===== src/rtl/layer_1_activation_serializer.sv =====
`timescale 1ns/1ps
// layer_1_activation_serializer
//
// Sits after the layer-1 bias-add stage. When the bias-add stage pulses its
// done flag, this block captures all NUM_NEURONS signed accumulator words in a
// single cycle. Each word goes through ReLU and a saturating requantise from
// SIZE-bit signed fixed point to OUT_SIZE-bit unsigned. The resulting
// activations are streamed one per beat over a valid/ready handshake to the
// layer-2 MAC input.
//
// Optional build macro:
//   LAYER_1_ACT_ROUND_EN - round to nearest (add half an LSB before shifting)
//                          instead of truncating. Ports, latency and handshake
//                          are the same in both builds.
//
// Ports:
//   clk        - clock
//   reset      - synchronous, active-high reset
//   in_valid   - single-cycle capture strobe (bias-add done flag)
//   in_data    - flattened neuron words, neuron k at [k*SIZE +: SIZE]
//   in_ready   - high when a capture would be accepted (IDLE and not in reset)
//   out_valid  - out_data/out_index/out_last are valid
//   out_ready  - consumer accepts the current beat
//   out_data   - activation of neuron out_index
//   out_index  - neuron number of the current beat
//   out_last   - high on the beat for neuron NUM_NEURONS-1
//   busy       - high while a frame is held or being streamed
module layer_1_activation_serializer #(
    parameter int SIZE        = 16,
    parameter int NUM_NEURONS = 20,
    parameter int OUT_SIZE    = 8,
    parameter int FRAC_SHIFT  = 4,
    parameter int IDX_W       = 5
) (
    input  logic                        clk,
    input  logic                        reset,
    input  logic                        in_valid,
    input  logic [NUM_NEURONS*SIZE-1:0] in_data,
    output logic                        in_ready,
    output logic                        out_valid,
    input  logic                        out_ready,
    output logic [OUT_SIZE-1:0]         out_data,
    output logic [IDX_W-1:0]            out_index,
    output logic                        out_last,
    output logic                        busy
);

    localparam logic [0:0] IDLE   = 1'b0;
    localparam logic [0:0] STREAM = 1'b1;

    localparam logic [IDX_W-1:0] LAST_IDX = IDX_W'(NUM_NEURONS - 1);

    logic [0:0]          state_reg;
    logic [OUT_SIZE-1:0] buf_reg [NUM_NEURONS];
    logic [OUT_SIZE-1:0] act_w   [NUM_NEURONS];
    logic                out_valid_reg;
    logic                out_last_reg;
    logic                busy_reg;
    logic [OUT_SIZE-1:0] out_data_reg;
    logic [IDX_W-1:0]    out_index_reg;
    logic [IDX_W-1:0]    index_next;
    logic                capture;
    logic                xfer;

    // Per-neuron activation. The word is zero-extended to SIZE+1 bits before
    // any rounding offset is added so that the largest positive input cannot
    // wrap into the sign position.
    genvar gi;
    generate
        for (gi = 0; gi < NUM_NEURONS; gi++) begin : g_act
            logic [SIZE-1:0] word;
            logic [SIZE:0]   biased;
            logic [SIZE:0]   shifted;

            assign word = in_data[gi*SIZE +: SIZE];
`ifdef LAYER_1_ACT_ROUND_EN
            assign biased = {1'b0, word} + ((SIZE+1)'(1) << (FRAC_SHIFT - 1));
`else
            assign biased = {1'b0, word};
`endif
            assign shifted = biased >> FRAC_SHIFT;

            // Negative -> 0; anything with bits above the output width -> full scale.
            assign act_w[gi] = word[SIZE-1]               ? '0 :
                               (|shifted[SIZE:OUT_SIZE]) ? '1 :
                               shifted[OUT_SIZE-1:0];
        end
    endgenerate

    assign in_ready   = (state_reg == IDLE) & ~reset;
    assign capture    = in_valid & in_ready;
    assign xfer       = out_valid_reg & out_ready;
    assign index_next = out_index_reg + IDX_W'(1);

    always_ff @(posedge clk) begin
        if (reset) begin
            state_reg     <= IDLE;
            out_valid_reg <= 1'b0;
            out_last_reg  <= 1'b0;
            busy_reg      <= 1'b0;
            out_data_reg  <= '0;
            out_index_reg <= '0;
            for (int k = 0; k < NUM_NEURONS; k++) begin
                buf_reg[k] <= '0;
            end
        end else begin
            case (state_reg)
                IDLE: begin
                    if (capture) begin
                        for (int k = 0; k < NUM_NEURONS; k++) begin
                            buf_reg[k] <= act_w[k];
                        end
                        // Neuron 0 is presented straight from the activation
                        // logic so the first beat is valid one cycle after capture.
                        state_reg     <= STREAM;
                        out_index_reg <= '0;
                        out_data_reg  <= act_w[0];
                        out_valid_reg <= 1'b1;
                        busy_reg      <= 1'b1;
                        out_last_reg  <= (NUM_NEURONS == 1);
                    end
                end
                STREAM: begin
                    if (xfer) begin
                        if (out_last_reg) begin
                            // out_data intentionally keeps the final activation.
                            state_reg     <= IDLE;
                            out_valid_reg <= 1'b0;
                            busy_reg      <= 1'b0;
                            out_last_reg  <= 1'b0;
                            out_index_reg <= '0;
                        end else begin
                            out_index_reg <= index_next;
                            out_data_reg  <= buf_reg[index_next];
                            out_last_reg  <= (index_next == LAST_IDX);
                        end
                    end
                end
                default: begin
                    state_reg <= IDLE;
                end
            endcase
        end
    end

    assign out_valid = out_valid_reg;
    assign out_data  = out_data_reg;
    assign out_index = out_index_reg;
    assign out_last  = out_last_reg;
    assign busy      = busy_reg;

endmodule

===== config.mk =====
export PLATFORM = sky130hd
export DESIGN_NAME = layer_1_activation_serializer
export DESIGN_NICKNAME = d
export VERILOG_FILES = /design/src/rtl/layer_1_activation_serializer.sv
export SDC_FILE = /design/constraint.sdc
export NUM_CORES = 1
export LEC_CHECK = 0
export ABC_AREA = 1
export BUFFER_PORTS_ARGS = -buffer_cell sky130_fd_sc_hd__buf_4
export CAP_MARGIN = 20
export CORE_ASPECT_RATIO = 1.1
export CORE_UTILIZATION = 40
export DETAILED_ROUTE_END_ITERATION = 8
export PLACE_DENSITY = 0.67
export REMOVE_ABC_BUFFERS = 1
export SLEW_MARGIN = 20
export SYNTH_ARGS = -nofsm -noshare
export SYNTH_HDL_FRONTEND = slang
export SYNTH_SLANG_ARGS = --single-unit

===== constraint.sdc =====
create_clock -name clk -period 9.7 [get_ports clk]
set_input_delay 0.485 -clock clk [delete_from_list [all_inputs] [get_ports clk]]
set_output_delay 0.485 -clock clk [all_outputs]
set_load 0.05 [all_outputs]

==> results of run 1 <==
==> path summary, 6_finish.rpt <==
check,slack (ns),endpoint,from,cells after the start
worst max-delay path,6.32,buf_reg[14][5]$_SDFFCE_PP0P_,state_reg$_SDFF_PP0_,5
worst min register to register,0.51,out_last$_SDFFE_PP0P_,out_last$_SDFFE_PP0P_,2
worst max register to register,6.32,buf_reg[14][5]$_SDFFCE_PP0P_,state_reg$_SDFF_PP0_,5
worst min-delay path,0.34,out_index[1]$_SDFFE_PP0P_,reset,2
==> power breakdown <==
group	internal, uW	switching, uW
clock	409	301
sequential	895	19.9
combinational	122	169
total	1430	490
==> metal layers <==
| layer | routed length (um) | share of wire (%) | vias up | track usage [%] |
|---|---|---|---|---|
| met4 | 657 | 2.7 | 0 | 8.29 |
| met3 | 984 | 4.1 | 34 | 2.81 |
| met5 | 0 | 0 | - | 0 |
| li1 | - | - | 3989 | - |
| met2 | 12000 | 50 | 217 | 35.0 |
| met1 | 10500 | 43 | 3496 | 26.0 |
==> cell type report <==
cell class              count  area (um2)
clock buffers              17         425
clock inverters            15         181
fillers                  2071       10300
inverters                 235         882
multi-input cells         622        2990
flip-flops and latches    176        5130
well taps                 295         369
repair buffers            271        2050
==> Yosys cell counts (11+ instances only) <==
cell type / instances / area [um2]
o21ai_0: 41 / 205
inv_1: 232 / 871
or2_2: 17 / 106
edfxtp_1: 160 / 4800
clkbuf_1: 33 / 124
a21oi_1: 159 / 796
buf_2: 11 / 55.1
nor2_1: 16 / 60.1
nand3_1: 105 / 526
dfxtp_1: 16 / 320
nor4_1: 17 / 106
nand2_1: 250 / 938
==> cell families after synthesis <==
kind of cell    count (synthesis)  share of synthesized area, %
flops                         176                          55.8
xor+xnor                        4                         0.832
simple gates                  412                          19.6
compound gates                204                          11.2
buf+inv                       290                          12.3
fa+ha+maj                       2                         0.273
==> placed cells by master, fill, tap and decap left out, types with 3 or more instances in the layout <==
| cell | synthesis | routed |
|---|---|---|
| a21oi_1 | 159 | 159 |
| buf_4 | 3 | 269 |
| bufinv_16 | 0 | 3 |
| clkbuf_16 | 0 | 17 |
| clkinvlp_4 | 0 | 3 |
| dfxtp_1 | 16 | 15 |
| edfxtp_1 | 160 | 160 |
| inv_1 | 232 | 231 |
| inv_2 | 3 | 4 |
| inv_6 | 0 | 3 |
| nand2_1 | 250 | 249 |
| nand3_1 | 105 | 105 |
| nor2_1 | 16 | 16 |
| nor4_1 | 17 | 8 |
| nor4_2 | 0 | 9 |
| o21ai_0 | 41 | 41 |
| or2_2 | 17 | 17 |
==> metrics by stage <==
step	setup slack (ns)	cell area [um2]	hold WS, ns	utilization [%]	instances
final	6.32	12000	0.339	53.9	1631
after CTS	6.05	11900	0.317	53.5	1629
after floorplan	3.67	8930	0.554	-	1033
after detailed placement	5.86	11300	0.491	50.7	1597
after global placement	5.94	11300	0.489	50.7	1597
after global routing	6.05	12000	0.324	53.9	1631
==> worst max-delay path, stage by stage (launching register included) <==
cell and delay (ns):
dfxtp_1 0.43, nor2_1 0.24, nand2_2 0.52, nand2_4 0.94, buf_4 0.55, buf_16 0.31
==> flow_metrics.env, run 1 <==
export IMPL_skew_ns=0.00993
export IMPL_setup_viol_count_final=0
export IMPL_rsz0062_at_grt="no"
export IMPL_fin_tns_setup_ns=0
export IMPL_overflow=0
export IMPL_finalWirelength_mm=24.2
export IMPL_power_density_nw_per_um2=159
export IMPL_drc=0
export IMPL_io_pins=341
export IMPL_num_vias=7736
export IMPL_antenna_found_initial=0
export IMPL_finalCritPeriodShare_pct=34.9
export IMPL_insertion_delay_ns=0.42
export IMPL_core_area_um2=22300
export IMPL_cp_arrival_ns=3.48
export IMPL_relSlewSlack_pct=30.9
export IMPL_finalPower_uw=1920
export IMPL_vias_per_cell=4.74
export IMPL_clk_path_buf_depth=2
export IMPL_root_buffer="clkbuf_16"
export IMPL_period_needed_ns=3.38
export IMPL_syn_area_um2=9180
export IMPL_ant_nets=0
export IMPL_crit_path_start_kind="register"
export IMPL_async_flop_share_pct=0
export IMPL_area_growth_pct=31.0
export IMPL_path_class="reg -> reg"
export IMPL_max_slew_worst_pin_slew_ns=1.03
export IMPL_crit_fanout=76
export IMPL_synth_edf_count=160
export IMPL_cts_buffers=17
export IMPL_first_pass_iters=5
export IMPL_required_ns=9.79
export IMPL_clock_sinks=176
export IMPL_post_cts_setup_buffers=0
export IMPL_drv_slew=0
export IMPL_fp_row_count=57
export IMPL_clk_pin_slew_ns=0.06
export IMPL_grt_pass1_wl_mm=37.1
export IMPL_htreeDepth=4
export IMPL_synthesis_instances=1088
export IMPL_ys_flop_type="edfxtp_1"
export IMPL_gp_congestion=0.799
export IMPL_ys_seq_elements=176
export IMPL_hold_class="in -> reg"
export IMPL_initial_core_util_pct=41.1
export IMPL_wl_per_cell_um=14.8
export IMPL_drive_gt1_share_pct=25.7
export IMPL_max_clock_freq_mhz=295
export IMPL_cap_viol_max_count=0
export IMPL_peakVddDrop_uv=110
export IMPL_grt_pass1_vias=7370
export IMPL_ctsHoldBuffers=0
export IMPL_hold_violations=0
export IMPL_die_h_um=161
export IMPL_grt_max_degree=86
export IMPL_antennaDiodeCount=0
export IMPL_cts_resized=0
export IMPL_endpoint_kind="register"
export IMPL_outcome="complete, no violations"
export IMPL_ys_warn_count=0
export IMPL_cts_tree="yes"
export IMPL_ys_types=29
export IMPL_dieArea_um2=23600
export IMPL_largest_register_ffs=160
export IMPL_seq_area_frac_synth_pct=55.8
export IMPL_portBuffers=260
export IMPL_drt_iter0_markers=466
export IMPL_grt_total_usage_pct=20.4
export IMPL_avgSynthCellArea_um2=8.44
export IMPL_die_w_um=146
export IMPL_p_leak_uw=0.00598
export IMPL_dpl_hpwl_mm=16.9
export IMPL_layout_nets=1649
Power figures use the tool's default switching activity.
==> run 2: changes to the inputs <==
--- a/config.mk
+++ b/config.mk
@@ -5,13 +5,13 @@
 export SDC_FILE = /design/constraint.sdc
 export NUM_CORES = 1
 export LEC_CHECK = 0
-export ABC_AREA = 1
+export ABC_AREA = 0
 export BUFFER_PORTS_ARGS = -buffer_cell sky130_fd_sc_hd__buf_4
 export CAP_MARGIN = 20
 export CORE_ASPECT_RATIO = 1.1
 export CORE_UTILIZATION = 40
 export DETAILED_ROUTE_END_ITERATION = 8
-export PLACE_DENSITY = 0.67
+export PLACE_DENSITY = 0.7
 export REMOVE_ABC_BUFFERS = 1
 export SLEW_MARGIN = 20
 export SYNTH_ARGS = -nofsm -noshare
==> constraint.sdc (replaced) <==
create_clock -name clk -period 2.9 [get_ports clk]
set_input_delay 0.145 -clock clk [delete_from_list [all_inputs] [get_ports clk]]
set_output_delay 0.145 -clock clk [all_outputs]
set_load 0.05 [all_outputs]
==> flow_metrics.env, run 2 <==
export IMPL_skew_ns=0.0162
export IMPL_insertion_delay_ns=0.43
export IMPL_async_flop_share_pct=0
export IMPL_max_slew_worst_pin_slew_ns=0.821
export IMPL_setup_viol_count_final=0
export IMPL_post_cts_setup_buffers=0
export IMPL_crit_fanout=8
export IMPL_whs_ns=0.00693
export IMPL_rr_startpoint="out_index[1]$_SDFFE_PP0P_"
export IMPL_fillers=1835
export IMPL_dpl_hpwl_mm=16.8
export IMPL_worstPathCellList="ha_1, buf_4, xnor2_1, nor2_1, a21oi_1, a311oi_1, a21oi_1"
export IMPL_ys_seq_elements=176
export IMPL_num_vias=6509
export IMPL_drv_slew=0
export IMPL_r2r_end="out_data[2]$_SDFFE_PP0P_"
export IMPL_ys_warn_count=0
export IMPL_yosysTopAreaCell="edfxtp_1"
export IMPL_path_depth=7
export IMPL_cts_tree="yes"
export IMPL_finalCritPeriodShare_pct=88.5
export IMPL_p_leak_uw=0.00495
export IMPL_antenna_found_initial=0
export IMPL_crit_buf_inv=1
export IMPL_crit_path_start_kind="register"
export IMPL_peakVddDrop_uv=405
export IMPL_register_area_um2=5130
export IMPL_drive_gt1_share_pct=35.9
export IMPL_fin_area_um2=12300
export IMPL_antennaDiodeCount=0
export IMPL_drc=0
export IMPL_max_clock_freq_mhz=389
export IMPL_drt_iter0_markers=444
export IMPL_clk_path_buf_depth=2
export IMPL_first_pass_iters=4
export IMPL_power_density_nw_per_um2=491
export IMPL_die_h_um=159
export IMPL_rsz0062_at_grt="no"
export IMPL_max_stage_delay_ns=0.58
export IMPL_period_needed_ns=2.57
export IMPL_cts_buffers=17
export IMPL_synth_edf_count=160
export IMPL_ys_flop_type="edfxtp_1"
export IMPL_finalPower_uw=6040
export IMPL_vias_per_cell=5.19
export IMPL_synth_top_area_share_pct=53.9
export IMPL_fp_row_count=56
export IMPL_hold_depth=2
export IMPL_synthesis_instances=644
export IMPL_ant_nets=0
export IMPL_holdPathEnd="buf_reg[16][7]$_SDFFCE_PP0P_"
export IMPL_final_cells=1253
export IMPL_yosys_top_cells_area="edfxtp_1 (54%), o21a_1 (13%), dfxtp_1 (3.6%), mux4_1 (3.5%), mux4_2 (3.0%)"
export IMPL_cap_viol_max_count=0
export IMPL_grt_pass1_wl_mm=34.0
export IMPL_cp_arrival_ns=2.88
export IMPL_clk_pin_slew_ns=0.07
export IMPL_path_class="reg -> reg"
export IMPL_seq_area_frac_synth_pct=57.5
export IMPL_endpoint_kind="register"
export IMPL_hold_class="in -> reg"
export IMPL_grt_total_usage_pct=20.3
export IMPL_area_growth_pct=38.0
export IMPL_mostFrequentLayoutCell="buf_4"
export IMPL_avgSynthCellArea_um2=13.8
export IMPL_relSlewSlack_pct=45.1
export IMPL_die_w_um=144
export IMPL_hold_violations=0
export IMPL_portBuffers=260
export IMPL_required_ns=3.21
export IMPL_post_dp_cell_area_um2=11100
export IMPL_htreeDepth=4
export IMPL_r2r_setup_slack_ns=0.33
export IMPL_ctsHoldBuffers=63
export IMPL_finalWirelength_mm=22.9
export IMPL_post_place_cells=1158
export IMPL_largest_register_ffs=160
export IMPL_critical_path_top_delay_family="compound AO/OA/AOI/OAI gates"
export IMPL_grt_pass1_vias=6352
export IMPL_outcome="complete, no violations"
export IMPL_initial_core_util_pct=41.3
export IMPL_clock_sinks=176
export IMPL_root_buffer="clkbuf_16"
export IMPL_final_cell_mix="buf_4 (265), o21a_1 (160), edfxtp_1 (160), dlygate4sd3_1 (63), mux2i_1 (24)"
export IMPL_core_area_um2=21600
export IMPL_io_pins=341
export IMPL_cp_common_cell="a21oi_1"
export IMPL_crit_path_top_delay_cell="dfxtp_1"
export IMPL_gp_congestion=0.817
export IMPL_cts_resized=0
export IMPL_grt_max_degree=81
export IMPL_syn_area_um2=8910
export IMPL_multi_input_area_um2=3530
export IMPL_layout_nets=1276
export IMPL_wl_per_cell_um=18.3
export IMPL_overflow=0
export IMPL_hold_start="in_data[267]"
export IMPL_ys_types=53
export IMPL_dieArea_um2=22900
export IMPL_rr_worst_depth=7
export IMPL_ys_top_cells_by_count="edfxtp_1 (160), o21a_1 (160), mux2i_1 (24)"
-- run 2: changes by cell type in the layout (fill, tap and decap cells not counted), sizes merged, moves of 25 or more --
| cell | delta |
|---|---|
| nand2 | -243 |
| o21a | +160 |
| inv | -225 |
| a21oi | -137 |
| nand3 | -103 |
| o21ai | -25 |
| dlygate4sd3 | +63 |
-- run 2: area by class of cell --
class / instances / share of cell area (%)
inverter: 10 / 0.305
timing repair buffer: 332 / 22.0
multi-input combinational: 413 / 28.7
tap: 290 / 2.95
clock inverter: 14 / 0.926
clock buffer: 18 / 3.49
sequential: 176 / 41.7
-- run 2: metal layers --
metal	up-vias	track usage (%)	part of all wire [%]	routed length, um
met4	0	6.52	1.7	382
met3	22	3.25	4.7	1090
met5	-	0	0	0
met2	201	35.3	51	11600
li1	3168	-	-	-
met1	3118	25.8	43	9840
-- run 2: worst max path at each step --
stage,to,startpoint,slack [ns]
2_1_floorplan,buf_reg[0][0]$_SDFFCE_PN0P_,state_reg$_SDFF_PP0_,-3.06
3_5_place_dp,out_data[1]$_SDFFE_PP0P_,out_index[1]$_SDFFE_PP0P_,0.36
6_report,out_data[2]$_SDFFE_PP0P_,out_index[1]$_SDFFE_PP0P_,0.33
5_1_grt,out_data[1]$_SDFFE_PP0P_,out_index[1]$_SDFFE_PP0P_,0.10
4_1_cts,out_data[1]$_SDFFE_PP0P_,out_index[1]$_SDFFE_PP0P_,0.33
3_3_place_gp,out_data[0]$_SDFFE_PP0P_,out_index[1]$_SDFFE_PP0P_,0.38
-- run 2: worst reg2reg max path, delay by kind of cell (launching register included) --
family | cells | cell delay, ns
xor+xnor | 1 | 0.11
compound gates | 3 | 0.72
flops | 1 | 0.58
fa+ha+maj | 1 | 0.34
buf+inv | 1 | 0.24
simple gates | 1 | 0.47
-- run 2: power breakdown --
group          internal [uW]  total (uW)  switching, uW
registers               2970        3020           51.3
logic                    459         859            400
clock network           1180        2160            978
-- run 2: stage by stage --
| step | setup TNS, ns | setup WS, ns | utilization, % |
|---|---|---|---|
| 3_5_place_dp | 0 | 0.356 | 51.5 |
| 3_3_place_gp | 0 | 0.378 | 51.5 |
| 4_1_cts | 0 | 0.331 | 57.0 |
| 2_1_floorplan | -506.25 | -3.06 | - |
| 6_report | 0 | 0.332 | 57.0 |
| 5_1_grt | 0 | 0.103 | 57.0 |
-- run 2: cell families after synthesis --
family                   count (synthesis)  synth area share [%]
buffers and inverters                   55                  3.14
AO/OA/AOI/OAI                          247                  20.9
multiplexers                            48                  9.27
XOR/XNOR                                 4                 0.814
adder cells (fa/ha/maj)                  2                 0.281
flip-flops                             176                  57.5
AND/OR/NAND/NOR                        112                  8.10
